[src/rtl/fc_tx_credit_gate.sv]
// Transmit-side PCIe flow-control credit gate for one header+data credit class.
// Latency: grant registered, 1 cycle after a qualifying request; avail outputs 1 cycle after update/grant.
// Backpressure: tx_req is held until tx_gnt; grants are spaced at least 2 cycles apart.
// Optional stall watchdog is compiled in with `define FC_TX_WDOG_EN.
module fc_tx_credit_gate #(
    parameter int HDR_W          = 8,
    parameter int DATA_W         = 12,
    parameter int LEN_W          = 10,
    parameter int TIMEOUT_CYCLES = 1024
) (
    input  logic              clk,
    input  logic              rst_n,
    input  logic              link_up,
    input  logic              fc_init_valid,
    input  logic [HDR_W-1:0]  fc_init_hdr,
    input  logic [DATA_W-1:0] fc_init_data,
    input  logic              fc_upd_valid,
    input  logic [HDR_W-1:0]  fc_upd_hdr,
    input  logic [DATA_W-1:0] fc_upd_data,
    input  logic              tx_req,
    input  logic [LEN_W-1:0]  tx_data_cr,
    output logic              tx_gnt,
    output logic              fc_ready,
    output logic [HDR_W-1:0]  hdr_avail,
    output logic [DATA_W-1:0] data_avail,
    output logic              fc_stall
);

    typedef enum logic [1:0] {S_IDLE, S_INIT, S_ACTIVE} state_t;

    // Half of each modulo space: a remaining-credit difference above this means "negative".
    localparam logic [HDR_W-1:0]  HALF_H = {1'b1, {(HDR_W-1){1'b0}}};
    localparam logic [DATA_W-1:0] HALF_D = {1'b1, {(DATA_W-1){1'b0}}};

    state_t             state, state_n;
    logic [HDR_W-1:0]   hdr_lim, hdr_cons, hdr_lim_n, hdr_cons_n;
    logic [DATA_W-1:0]  data_lim, data_cons, data_lim_n, data_cons_n;
    logic               inf_h, inf_d, inf_h_n, inf_d_n;
    logic [HDR_W-1:0]   hdr_room;
    logic [DATA_W-1:0]  data_req, data_room;
    logic               hdr_ok, data_ok, grant_n;

    // State register
    always_ff @(posedge clk or negedge rst_n) begin
        if (!rst_n) state <= S_IDLE;
        else        state <= state_n;
    end

    // Next-state: link loss wins from any state
    always_comb begin
        state_n = state;
        if (!link_up) begin
            state_n = S_IDLE;
        end else begin
            case (state)
                S_IDLE:   state_n = S_INIT;
                S_INIT:   if (fc_init_valid) state_n = S_ACTIVE;
                S_ACTIVE: state_n = S_ACTIVE;
                default:  state_n = S_IDLE;
            endcase
        end
    end

    // FSM outputs
    always_comb begin
        fc_ready = (state == S_ACTIVE);
    end

    // Credit check: the modulo difference must not have gone "negative" after this TLP
    always_comb begin
        data_req  = DATA_W'(tx_data_cr);
        hdr_room  = hdr_lim - hdr_cons - HDR_W'(1);
        data_room = data_lim - data_cons - data_req;
        hdr_ok    = inf_h || (hdr_room <= HALF_H);
        data_ok   = inf_d || (tx_data_cr == '0) || (data_room <= HALF_D);
        // A cycle already showing tx_gnt is the handshake cycle, not a new request.
        grant_n   = (state == S_ACTIVE) && link_up && tx_req && !tx_gnt && hdr_ok && data_ok;
    end

    // Next values of limits, consumed counters and infinite flags
    always_comb begin
        hdr_lim_n   = hdr_lim;
        hdr_cons_n  = hdr_cons;
        data_lim_n  = data_lim;
        data_cons_n = data_cons;
        inf_h_n     = inf_h;
        inf_d_n     = inf_d;
        if (state == S_IDLE && state_n == S_INIT) begin
            hdr_lim_n   = '0;
            hdr_cons_n  = '0;
            data_lim_n  = '0;
            data_cons_n = '0;
            inf_h_n     = 1'b0;
            inf_d_n     = 1'b0;
        end else if (state == S_INIT && state_n == S_ACTIVE) begin
            hdr_lim_n  = fc_init_hdr;
            data_lim_n = fc_init_data;
            inf_h_n    = (fc_init_hdr == '0);
            inf_d_n    = (fc_init_data == '0);
        end else if (state == S_ACTIVE) begin
            // Grant was checked against the old limits; both fields move at this edge.
            if (fc_upd_valid && !inf_h) hdr_lim_n  = fc_upd_hdr;
            if (fc_upd_valid && !inf_d) data_lim_n = fc_upd_data;
            if (grant_n && !inf_h)      hdr_cons_n  = hdr_cons + HDR_W'(1);
            if (grant_n && !inf_d)      data_cons_n = data_cons + data_req;
        end
    end

    // Credit state, grant and availability registers
    always_ff @(posedge clk or negedge rst_n) begin
        if (!rst_n) begin
            hdr_lim    <= '0;
            hdr_cons   <= '0;
            data_lim   <= '0;
            data_cons  <= '0;
            inf_h      <= 1'b0;
            inf_d      <= 1'b0;
            tx_gnt     <= 1'b0;
            hdr_avail  <= '0;
            data_avail <= '0;
        end else begin
            hdr_lim    <= hdr_lim_n;
            hdr_cons   <= hdr_cons_n;
            data_lim   <= data_lim_n;
            data_cons  <= data_cons_n;
            inf_h      <= inf_h_n;
            inf_d      <= inf_d_n;
            tx_gnt     <= grant_n;
            hdr_avail  <= inf_h_n ? '1 : (hdr_lim_n - hdr_cons_n);
            data_avail <= inf_d_n ? '1 : (data_lim_n - data_cons_n);
        end
    end

`ifdef FC_TX_WDOG_EN
    localparam int              CNT_W    = $clog2(TIMEOUT_CYCLES + 1);
    localparam logic [CNT_W-1:0] WD_LIMIT = CNT_W'(TIMEOUT_CYCLES);

    logic [CNT_W-1:0] wd_cnt, wd_cnt_n;
    logic             stall_q;

    // Count blocked request cycles; any credit movement restarts the count
    always_comb begin
        wd_cnt_n = wd_cnt;
        if (state != S_ACTIVE || state_n != S_ACTIVE)  wd_cnt_n = '0;
        else if (grant_n || fc_upd_valid)              wd_cnt_n = '0;
        else if (tx_req && wd_cnt != WD_LIMIT)         wd_cnt_n = wd_cnt + CNT_W'(1);
    end

    // Stall flag is sticky while ACTIVE
    always_ff @(posedge clk or negedge rst_n) begin
        if (!rst_n) begin
            wd_cnt  <= '0;
            stall_q <= 1'b0;
        end else begin
            wd_cnt <= wd_cnt_n;
            if (state != S_ACTIVE || state_n != S_ACTIVE) stall_q <= 1'b0;
            else if (wd_cnt_n == WD_LIMIT)                stall_q <= 1'b1;
        end
    end

    assign fc_stall = stall_q;
`else
    assign fc_stall = 1'b0;
`endif

endmodule

[config.mk]
export PLATFORM = sky130hd
export DESIGN_NAME = fc_tx_credit_gate
export DESIGN_NICKNAME = d
export VERILOG_FILES = /design/src/rtl/fc_tx_credit_gate.sv
export SDC_FILE = /design/constraint.sdc
export NUM_CORES = 1
export LEC_CHECK = 0
export CORE_MARGIN = 2
export CORE_UTILIZATION = 51
export CTS_CLUSTER_SIZE = 25
export DETAILED_ROUTE_END_ITERATION = 6
export PLACE_DENSITY = 0.78
export SKIP_CTS_REPAIR_TIMING = 1
export SLEW_MARGIN = 10
export SYNTH_ARGS = -nofsm -noshare
export SYNTH_HDL_FRONTEND = slang
export SYNTH_SLANG_ARGS = --single-unit
[constraint.sdc]
create_clock -name clk -period 5 [get_ports clk]
set_clock_uncertainty 0.05 [all_clocks]
set_input_delay 0.75 -clock clk [delete_from_list [all_inputs] [get_ports clk]]
set_output_delay 0.75 -clock clk [all_outputs]
set_load 0.02 [all_outputs]
== Word-level counts from Yosys, hierarchy flattened ==
Index checks and enable logic that the tools add are counted.

* Multiplexer cells: 25
* Add/sub/neg operators: 8
* Reductions and logical operators: 21
* Magnitude comparators: 2
* Equality and inequality tests: 4

{| class="wikitable"
|+ Operators with widths
! operator !! number
|-
| two-way mux 12 bit || 9
|-
| two-way mux 8 bit || 9
|-
| subtractor 12 bit || 2
|-
| subtractor 8 bit || 2
|-
| adder 12 x 10 -> 12 bit || 1
|-
| less-or-equal comparator 12 bit, second input constant || 1
|-
| logical NOT 12 bit || 1
|-
| subtractor 12 x 10 -> 12 bit || 1
|-
| logical AND 1 bit || 11
|-
| logical NOT 10 bit || 1
|-
| adder 8 x 1 -> 8 bit, second input constant || 1
|-
| less-or-equal comparator 8 bit, second input constant || 1
|-
| logical NOT 8 bit || 1
|-
| subtractor 8 x 1 -> 8 bit, second input constant || 1
|-
| one-hot mux 2 bit (3 select lines) || 1
|-
| equality test 2 x 1 -> 1 bit, second input constant || 2
|-
| equality test 2 bit, second input constant || 2
|-
| two-way mux 1 bit || 4
|-
| two-way mux 2 bit || 2
|-
| logical NOT 1 bit || 3
|-
| logical OR 1 bit || 3
|-
| logical NOT 2 bit || 1
|}

* Register bits after elaboration: 65
* Word-level logic and storage cells: 70
* Input bits: 56

== Depth between registers and ports, before layout ==
Gate-level depths: netlist (run 1).

* Word-level depth: 13
* Mapped depth: 28
* Depth with buffers taken out: 27

== Worst setup path before layout (run 1) ==
No wires, ideal clock.

* Path kind: in2reg
* Start: input port tx_data_cr[0]
* End: register data_avail[11]
* Arrival: 5.575 ns
* Path slack: -0.760 ns
* Stages on the path: 25
* Library setup time: 0.135 ns
* Required time: 4.815 ns
* Cells stage by stage: inv_1 -> fa_1 -> ha_1 -> nor2_1 -> fa_1 -> xor2_1 -> o2111ai_1 -> nor4_1 -> nand3_1 -> nor4_4 -> a31oi_4 -> nor4_4 -> buf_6 -> mux2i_1 -> or2_1 -> ha_1 -> nor2b_1 -> o21ai_0 -> a21boi_0 -> o41ai_1 -> o2111ai_1 -> o211ai_1 -> xnor2_1 -> and3_1 -> o21ai_1

* Longest elaborated chain between the ends: 11

{| class="wikitable"
|+ RTL lines
! item !! line !! text
|-
| start: declaration || 21 || <nowiki>input logic [LEN_W-1:0] tx_data_cr,</nowiki>
|-
| subtractor 12 x 10 -> 12 bit / logical NOT 10 bit (equally long branches) || 73, 75 ||
|-
| less-or-equal comparator 12 bit / logical OR 1 bit (equally long branches) || 75 || <nowiki>data_ok = inf_d || (tx_data_cr == '0) || (data_room <= HALF_D);</nowiki>
|-
| logical OR 1 bit || 75 ||
|-
| logical AND 1 bit || 77 || <nowiki>grant_n = (state == S_ACTIVE) && link_up && tx_req && !tx_gnt && hdr_ok && data_ok;</nowiki>
|-
| logical AND 1 bit || 105 || <nowiki>if (grant_n && !inf_d) data_cons_n = data_cons + data_req;</nowiki>
|-
| two-way mux 12 bit (*) || 105 ||
|-
| two-way mux 12 bit (*) || 100 || <nowiki>end else if (state == S_ACTIVE) begin</nowiki>
|-
| two-way mux 12 bit (*) || 95 || <nowiki>end else if (state == S_INIT && state_n == S_ACTIVE) begin</nowiki>
|-
| two-way mux 12 bit (*) || 88 || <nowiki>if (state == S_IDLE && state_n == S_INIT) begin</nowiki>
|-
| subtractor 12 bit (*) || 130 || <nowiki>data_avail <= inf_d_n ? '1 : (data_lim_n - data_cons_n);</nowiki>
|-
| two-way mux 12 bit (*) || 130 ||
|-
| end signal: assignment || 130 ||
|-
| end: declaration || 25 || <nowiki>output logic [DATA_W-1:0] data_avail,</nowiki>
|}

Mark *: on every way between the ends. The rest lies on a longest branch, timed or not.

== Worst setup path after layout (run 1) ==
* Start: input port tx_data_cr[5]
* End: register hdr_avail[7]

* Longest elaborated chain between the ends: 11

{| class="wikitable"
|+ RTL lines
! item !! line !! text
|-
| subtractor 12 x 10 -> 12 bit / logical NOT 10 bit (equally long branches) || 73, 75 ||
|-
| less-or-equal comparator 12 bit / logical OR 1 bit (equally long branches) || 75 ||
|-
| logical OR 1 bit (*) || 75 ||
|-
| logical AND 1 bit (*) || 77 ||
|-
| logical AND 1 bit (*) || 104 || <nowiki>if (grant_n && !inf_h) hdr_cons_n = hdr_cons + HDR_W'(1);</nowiki>
|-
| two-way mux 8 bit (*) || 104 ||
|-
| two-way mux 8 bit (*) || 100 ||
|-
| two-way mux 8 bit (*) || 95 ||
|-
| two-way mux 8 bit (*) || 88 ||
|-
| subtractor 8 bit (*) || 129 || <nowiki>hdr_avail <= inf_h_n ? '1 : (hdr_lim_n - hdr_cons_n);</nowiki>
|-
| two-way mux 8 bit (*) || 129 ||
|-
| end signal: assignment || 129 ||
|-
| end: declaration || 24 || <nowiki>output logic [HDR_W-1:0] hdr_avail,</nowiki>
|}

Marked as above.

==> reports/qor.txt, run 1 <==
Status: finished, violations left
Failing checks: negative setup slack
Yosys warns: 0
N_diodes: 0
Crit. End Element: flip-flop
Synth Instances: 608
Synth Area in XOR/XNOR: 0.0634
Met1 Use GR: 0.374
Drt pass-1 iters: 5
Flops & latches, synth: 65
Simple-gate share of the synthesized area: 0.181
Reg clk slew, reported paths: 0.08 ns
Die W: 108 um
Core area: 10700 um2
Leak: 3.70 nW
PwrDens: 319 nW/um2
DR vias: 5177
Share of the synthesized area in the top cell type: 0.294
Fin worst setup slack: -0.456 ns
Slowest cell delay on critical path: 0.54 ns
Floorplan row count: 38
Period Utilization, post-route: 1.09
Fillcell total: 708
Worst Path Buf+Inv: 3
Critical Path RT: 5.20 ns
Detailed placement HPWL: 12.5 mm
Met3 Usage GRT: 0.0362
Setup CP Type: input pin to flip-flop
Drt total wl: 16.6 mm
Post-synthesis adder-cell area fraction: 0.184
Max-Cap Viols: 0
Final non-filler cell total: 933
Cells after DPL: 910
WHS: 0.394 ns
RSZ-0062 raised after global routing: true
Post-route cell area: 7810 um2
Seq/Total Area, Yosys: 0.294
Critical Path, Cell by Cell: dlymetal6s2s_1, fa_1, inv_1, ha_4, nand2_2, a211o_1, a211oi_2, nor3_1, or3b_4, a31oi_4, buf_12, nor2_4, mux2i_1, or2_2, ha_1, nor2b_1, o21ai_2, a21boi_2, o21ai_1, nand2b_1, a31oi_1, xor2_1, nand2_1, mux2_1
Vias per Instance: 5.55
Top post-synthesis cells by area: dfrtp_1 (29%), ha_1 (13%), mux2i_1 (6.3%)
Grt total ovfl: 0
Fmax: 183 MHz
Unique masters post-synth: 69
CP Data Arrival Time: 5.65 ns
Number of synthesized flops with an enable pin: 0
Fraction of layout cells with a size suffix above 1: 0.253
Mapped Area: 5530 um2
Crit-path leading delay family: compound AO/OA/AOI/OAI gates
Die area: 11700 um2
CTS tree: built
Num CTS Buffers: 9
Post-synthesis compound-gate area fraction: 0.136
Ys async rst share: 1.00
Worst skew pair latency: 0.36 ns
Post-Place Cell Area: 7210 um2
Hold WC Path Type: input pin to async pin
Syn avg cell area: 9.09 um2
Worst rel slew slack: 0.501
Post-route DRC: 0
Mux contribution to synthesized area: 0.0750
Final hold violations: 0
DP Worst Slack: -1.38 ns
Initial antenna violation count: 0
Worst Tran Pin Value: 0.743 ns
Initial core utilization: 0.516
Peak supply drop: 0.271 mV
Synth area leader: dfrtp_1
Largest net degree at the start of global routing: 35
Clock Sinks: 65
Fin nets: 917
Crit start category: input pin
Die Y: 108 um
Slew Limit Fails: 0
Routed Antenna Nets: 0
Clock Root Buffer: clkbuf_8
Grt peak-use layer: met2
Post-Syn Nets: 737
Crit-path max FO: 4
Routability-driven placement congestion ratio: 0.910
GRT Overall Usage: 0.283
Clock Path Buffers: 2
Final Critical Period: 5.46 ns
Vias in the first global route: 5336
Syn-to-layout area delta: 41.3%
Main flop type after synthesis: dfrtp_1
Setup Total Neg Slack: -1.87 ns
H-tree levels: 3
Largest family of logic cells by synthesized area: adder cells
Setup violators final: 9
Met2 global-route usage: 0.468
Slowest stage cell, crit path: fa_1
I/O pin count: 79
DR iter-0 viols: 443
WL/cell: 17.8 um
IO Port Bufs: 77
First-pass GRT wire length: 25.6 mm
-- per-layer routing --
metal	routed length [um]	vias to the layer above
met5	0	-
met4	524	0
met3	850	52
met2	8170	200
met1	7020	2482
li1	-	2443
-- cells in the mapped netlist (all sizes together) (7+ instances only) --
cell type	count
inv	74
mux2i	35
xnor2	27
nor3	14
nor2	60
o21bai	7
o21ai	22
ha	59
dfrtp	65
clkbuf	10
a211oi	19
nor4	11
nand2b	10
nand3	10
or2	18
xor2	13
a21oi	24
fa	14
nand2	41
-- worst reg2reg max path: cells and delay by family, from the launching register on --
family | cells | cell delay, ns
XOR/XNOR | 1 | 0.21
adder cells (fa/ha/maj) | 4 | 1.48
buffers and inverters | 4 | 0.52
flip-flops | 1 | 0.37
AND/OR/NAND/NOR | 8 | 1.42
AO/OA/AOI/OAI | 5 | 0.69
multiplexers | 2 | 0.59
-- report_power, final --
part           switching, W  internal, W
Combinational      0.000613     0.000630
Clock              0.000216     0.000380
Sequential        0.0000458     0.000606
Total              0.000875      0.00162
-- worst paths after layout --
path / slack [ns] / end / startpoint / depth (start not counted)
worst min register to register: 0.55 / state[0]$_DFF_PN0_ / state[0]$_DFF_PN0_ / 1
min in group clk: 0.55 / state[0]$_DFF_PN0_ / state[0]$_DFF_PN0_ / 1
max in group asynchronous: 3.58 / hdr_lim[1]$_DFF_PN0_ / rst_n / 2
worst max-delay path: -0.46 / hdr_avail[7]$_DFF_PN0_ / tx_data_cr[5] / 24
worst min-delay path: 0.39 / data_avail[8]$_DFF_PN0_ / rst_n / 1
worst max register to register: -0.42 / hdr_avail[7]$_DFF_PN0_ / data_cons[0]$_DFF_PN0_ / 24
-- final cells by class --
type	count	area [um2]	share of cell area
clock buffers	10	128	0.0163
clock inverters	6	130	0.0167
inverters	74	285	0.0365
multi-input cells	453	3840	0.492
flip-flops and latches	65	1630	0.208
well taps	140	175	0.0224
repair buffers	185	1620	0.207
-- stage by stage --
stage                     utilization  total power, W
final                           0.730         0.00249
after global routing            0.730         0.00262
after CTS                       0.698         0.00237
after detailed placement        0.674         0.00177
after global placement          0.674         0.00175
after floorplan                     -         0.00130
-- layout by cell type (no fill, tap or decap), drive strengths merged, types with 3 or more instances in the layout --
master	Yosys	layout
or2	18	18
a21oi	24	24
ha	59	59
a211oi	19	19
xor2	13	13
buf	6	110
dfrtp	65	65
nor2b	3	3
and3	4	4
clkbuf	10	10
nand3	10	10
nand2b	10	10
o211ai	4	4
and2	3	3
a21o	6	6
nand2	41	41
clkdlybuf4s50	0	66
o21ai	22	22
o2111ai	4	4
inv	74	74
nor2	60	60
nor4	11	11
mux2	5	5
bufinv	0	4
fa	14	14
nor4b	3	3
xnor2	27	27
or3b	3	3
nor3	14	14
dlymetal6s2s	0	9
o21bai	7	7
mux2i	35	35
a31oi	6	6
-- sequential cells by signal, indices dropped and copies added (netlist names) --
signal,cells
tx_gnt,1
hdr_cons,8
hdr_lim,8
data_cons,12
hdr_avail,8
data_avail,12
data_lim,12
inf_h,1
inf_d,1
state,2
-- cell families after synthesis --
group,after synthesis
fa+ha+maj,73
xor+xnor,40
flops,65
simple gates,190
buf+inv,90
mux,40
other cells,1
compound gates,109
Note: power is estimated with default switching activity, not from simulation.
==> inputs of run 2 (changes only) <==
--- a/config.mk
+++ b/config.mk
@@ -11,6 +11,7 @@
 export DETAILED_ROUTE_END_ITERATION = 6
 export PLACE_DENSITY = 0.78
 export SKIP_CTS_REPAIR_TIMING = 1
+export SKIP_LAST_GASP = 1
 export SLEW_MARGIN = 10
 export SYNTH_ARGS = -nofsm -noshare
 export SYNTH_HDL_FRONTEND = slang
==> run 2 against run 1 <==
- the flow still finishes with violations (negative setup slack)
- combinational power is essentially flat
- global-route usage is the same
- routed wire length shrank 1.1%
- final cell count is the same
- sequential cell count is the same
- count of clock-buffer cells in the layout unchanged
==> reports/qor.txt, run 2 (synthesized netlist as in run 1, its figures left out) <==
Syn-to-layout area delta: 41.2%
CP Data Arrival Time: 5.65 ns
GRT Overall Usage: 0.283
Detailed placement HPWL: 12.5 mm
Setup violators final: 10
Initial core utilization: 0.516
Period Utilization, post-route: 1.09
N_diodes: 0
Crit-path max FO: 4
WL/cell: 17.6 um
Largest regs: data_avail: 12 flops, data_cons: 12 flops, data_lim: 12 flops
Slew Limit Fails: 0
Worst skew pair latency: 0.35 ns
Post-Place Cell Area: 7210 um2
Fraction of layout cells with a size suffix above 1: 0.251
Crit. End Element: flip-flop
Reg2reg path depth: 25
Leak: 3.70 nW
Vias per Instance: 5.51
Peak supply drop: 0.271 mV
Setup CP Type: input pin to flip-flop
First-pass GRT wire length: 25.6 mm
Post-route DRC: 0
PwrDens: 318 nW/um2
Critical Path, Cell by Cell: dlymetal6s2s_1, fa_1, inv_1, ha_4, nand2_2, a211o_1, a211oi_2, nor3_1, or3b_4, a31oi_4, buf_12, nor2_4, mux2i_1, or2_2, ha_1, nor2b_1, o21ai_2, a21boi_2, o21ai_1, nand2b_1, a31oi_1, xor2_1, nand2_1, mux2_1
Commonest non-fill, non-tap cells in the layout: buf_4 (106), inv_1 (70), clkdlybuf4s50_1 (66)
Reg clk slew, reported paths: 0.08 ns
Worst rel slew slack: 0.514
DR iter-0 viols: 423
Worst Tran Pin Value: 0.724 ns
FF+latch area: 1630 um2
Setup Total Neg Slack: -2.00 ns
I/O pin count: 79
Drt pass-1 iters: 4
Slowest cell delay on critical path: 0.54 ns
Routability-driven placement congestion ratio: 0.910
Grt total ovfl: 0
Final hold violations: 0
Die area: 11700 um2
Hold WC Path Type: input pin to async pin
H-tree levels: 3
CTS tree: built
Crit. Startpoint: tx_data_cr[5]
Fillcell total: 717
DP Worst Slack: -1.38 ns
Fin nets: 917
Num CTS Buffers: 9
Core area: 10700 um2
Commonest non-fill, non-tap cell in the layout: buf_4
Vias in the first global route: 5336
Pwr Total: 0.00248 W
Clock Path Buffers: 2
WHS: 0.402 ns
Routed Antenna Nets: 0
Final Critical Period: 5.46 ns
Worst flop-to-flop path startpoint: data_cons[0]$_DFF_PN0_
Failing checks: negative setup slack
Post-route cell area: 7800 um2
Fin worst setup slack: -0.458 ns
Die W: 108 um
Die Y: 108 um
RSZ-0062 raised after global routing: true
Fmax: 183 MHz
DR vias: 5139
Critical Path RT: 5.19 ns
Largest net degree at the start of global routing: 35
IO Port Bufs: 77
Area taken by multi-input logic gates: 3840 um2
Initial antenna violation count: 0
Status: finished, violations left
Slowest stage cell, crit path: fa_1
Drt total wl: 16.4 mm
Crit start category: input pin
Floorplan row count: 38
Clock Root Buffer: clkbuf_8
Clock Sinks: 65
Max-Cap Viols: 0
## run 2: layout make-up
cell class / instances / share of cell area
clock inverter: 6 / 0.0167
sequential: 65 / 0.209
clock buffer: 10 / 0.0164
timing repair buffer: 185 / 0.208
multi-input combinational: 453 / 0.492
tap: 140 / 0.0225
inverter: 74 / 0.0366
## run 2: routing by layer
layer	GRT usage	share of wire	vias to the layer above
li1	-	-	2445
met1	0.374	0.43	2455
met2	0.468	0.49	205
met3	0.0362	0.052	34
met4	0.122	0.024	0
met5	0	0	-
## run 2: power by group
| group | internal [W] | switching [W] |
|---|---|---|
| clock | 0.000380 | 0.000212 |
| sequential | 0.000606 | 0.0000449 |
| combinational | 0.000630 | 0.000610 |
| total | 0.00162 | 0.000866 |
## run 2: per-stage QoR
step,instances,utilization
after floorplan,608,-
after global placement,910,0.674
after detailed placement,910,0.674
after CTS,926,0.698
after global routing,933,0.729
final,933,0.729
## run 2: worst paths after layout
| path | endpoint | slack [ns] |
|---|---|---|
| setup reg to reg | hdr_avail[7]$_DFF_PN0_ | -0.42 |
| max in group asynchronous | data_cons[8]$_DFF_PN0_ | 3.58 |
| hold / removal | data_avail[8]$_DFF_PN0_ | 0.40 |
| setup / recovery | hdr_avail[7]$_DFF_PN0_ | -0.46 |
| hold reg to reg | hdr_cons[1]$_DFF_PN0_ | 0.54 |
| min in group clk | hdr_cons[1]$_DFF_PN0_ | 0.54 |
## run 2: worst max-delay path: cells and delay by family
family,cells,cell delay [ns]
fa+ha+maj,3,1.11
xor+xnor,1,0.21
mux,2,0.46
buf+inv,3,0.37
compound gates,7,1.51
simple gates,8,1.23
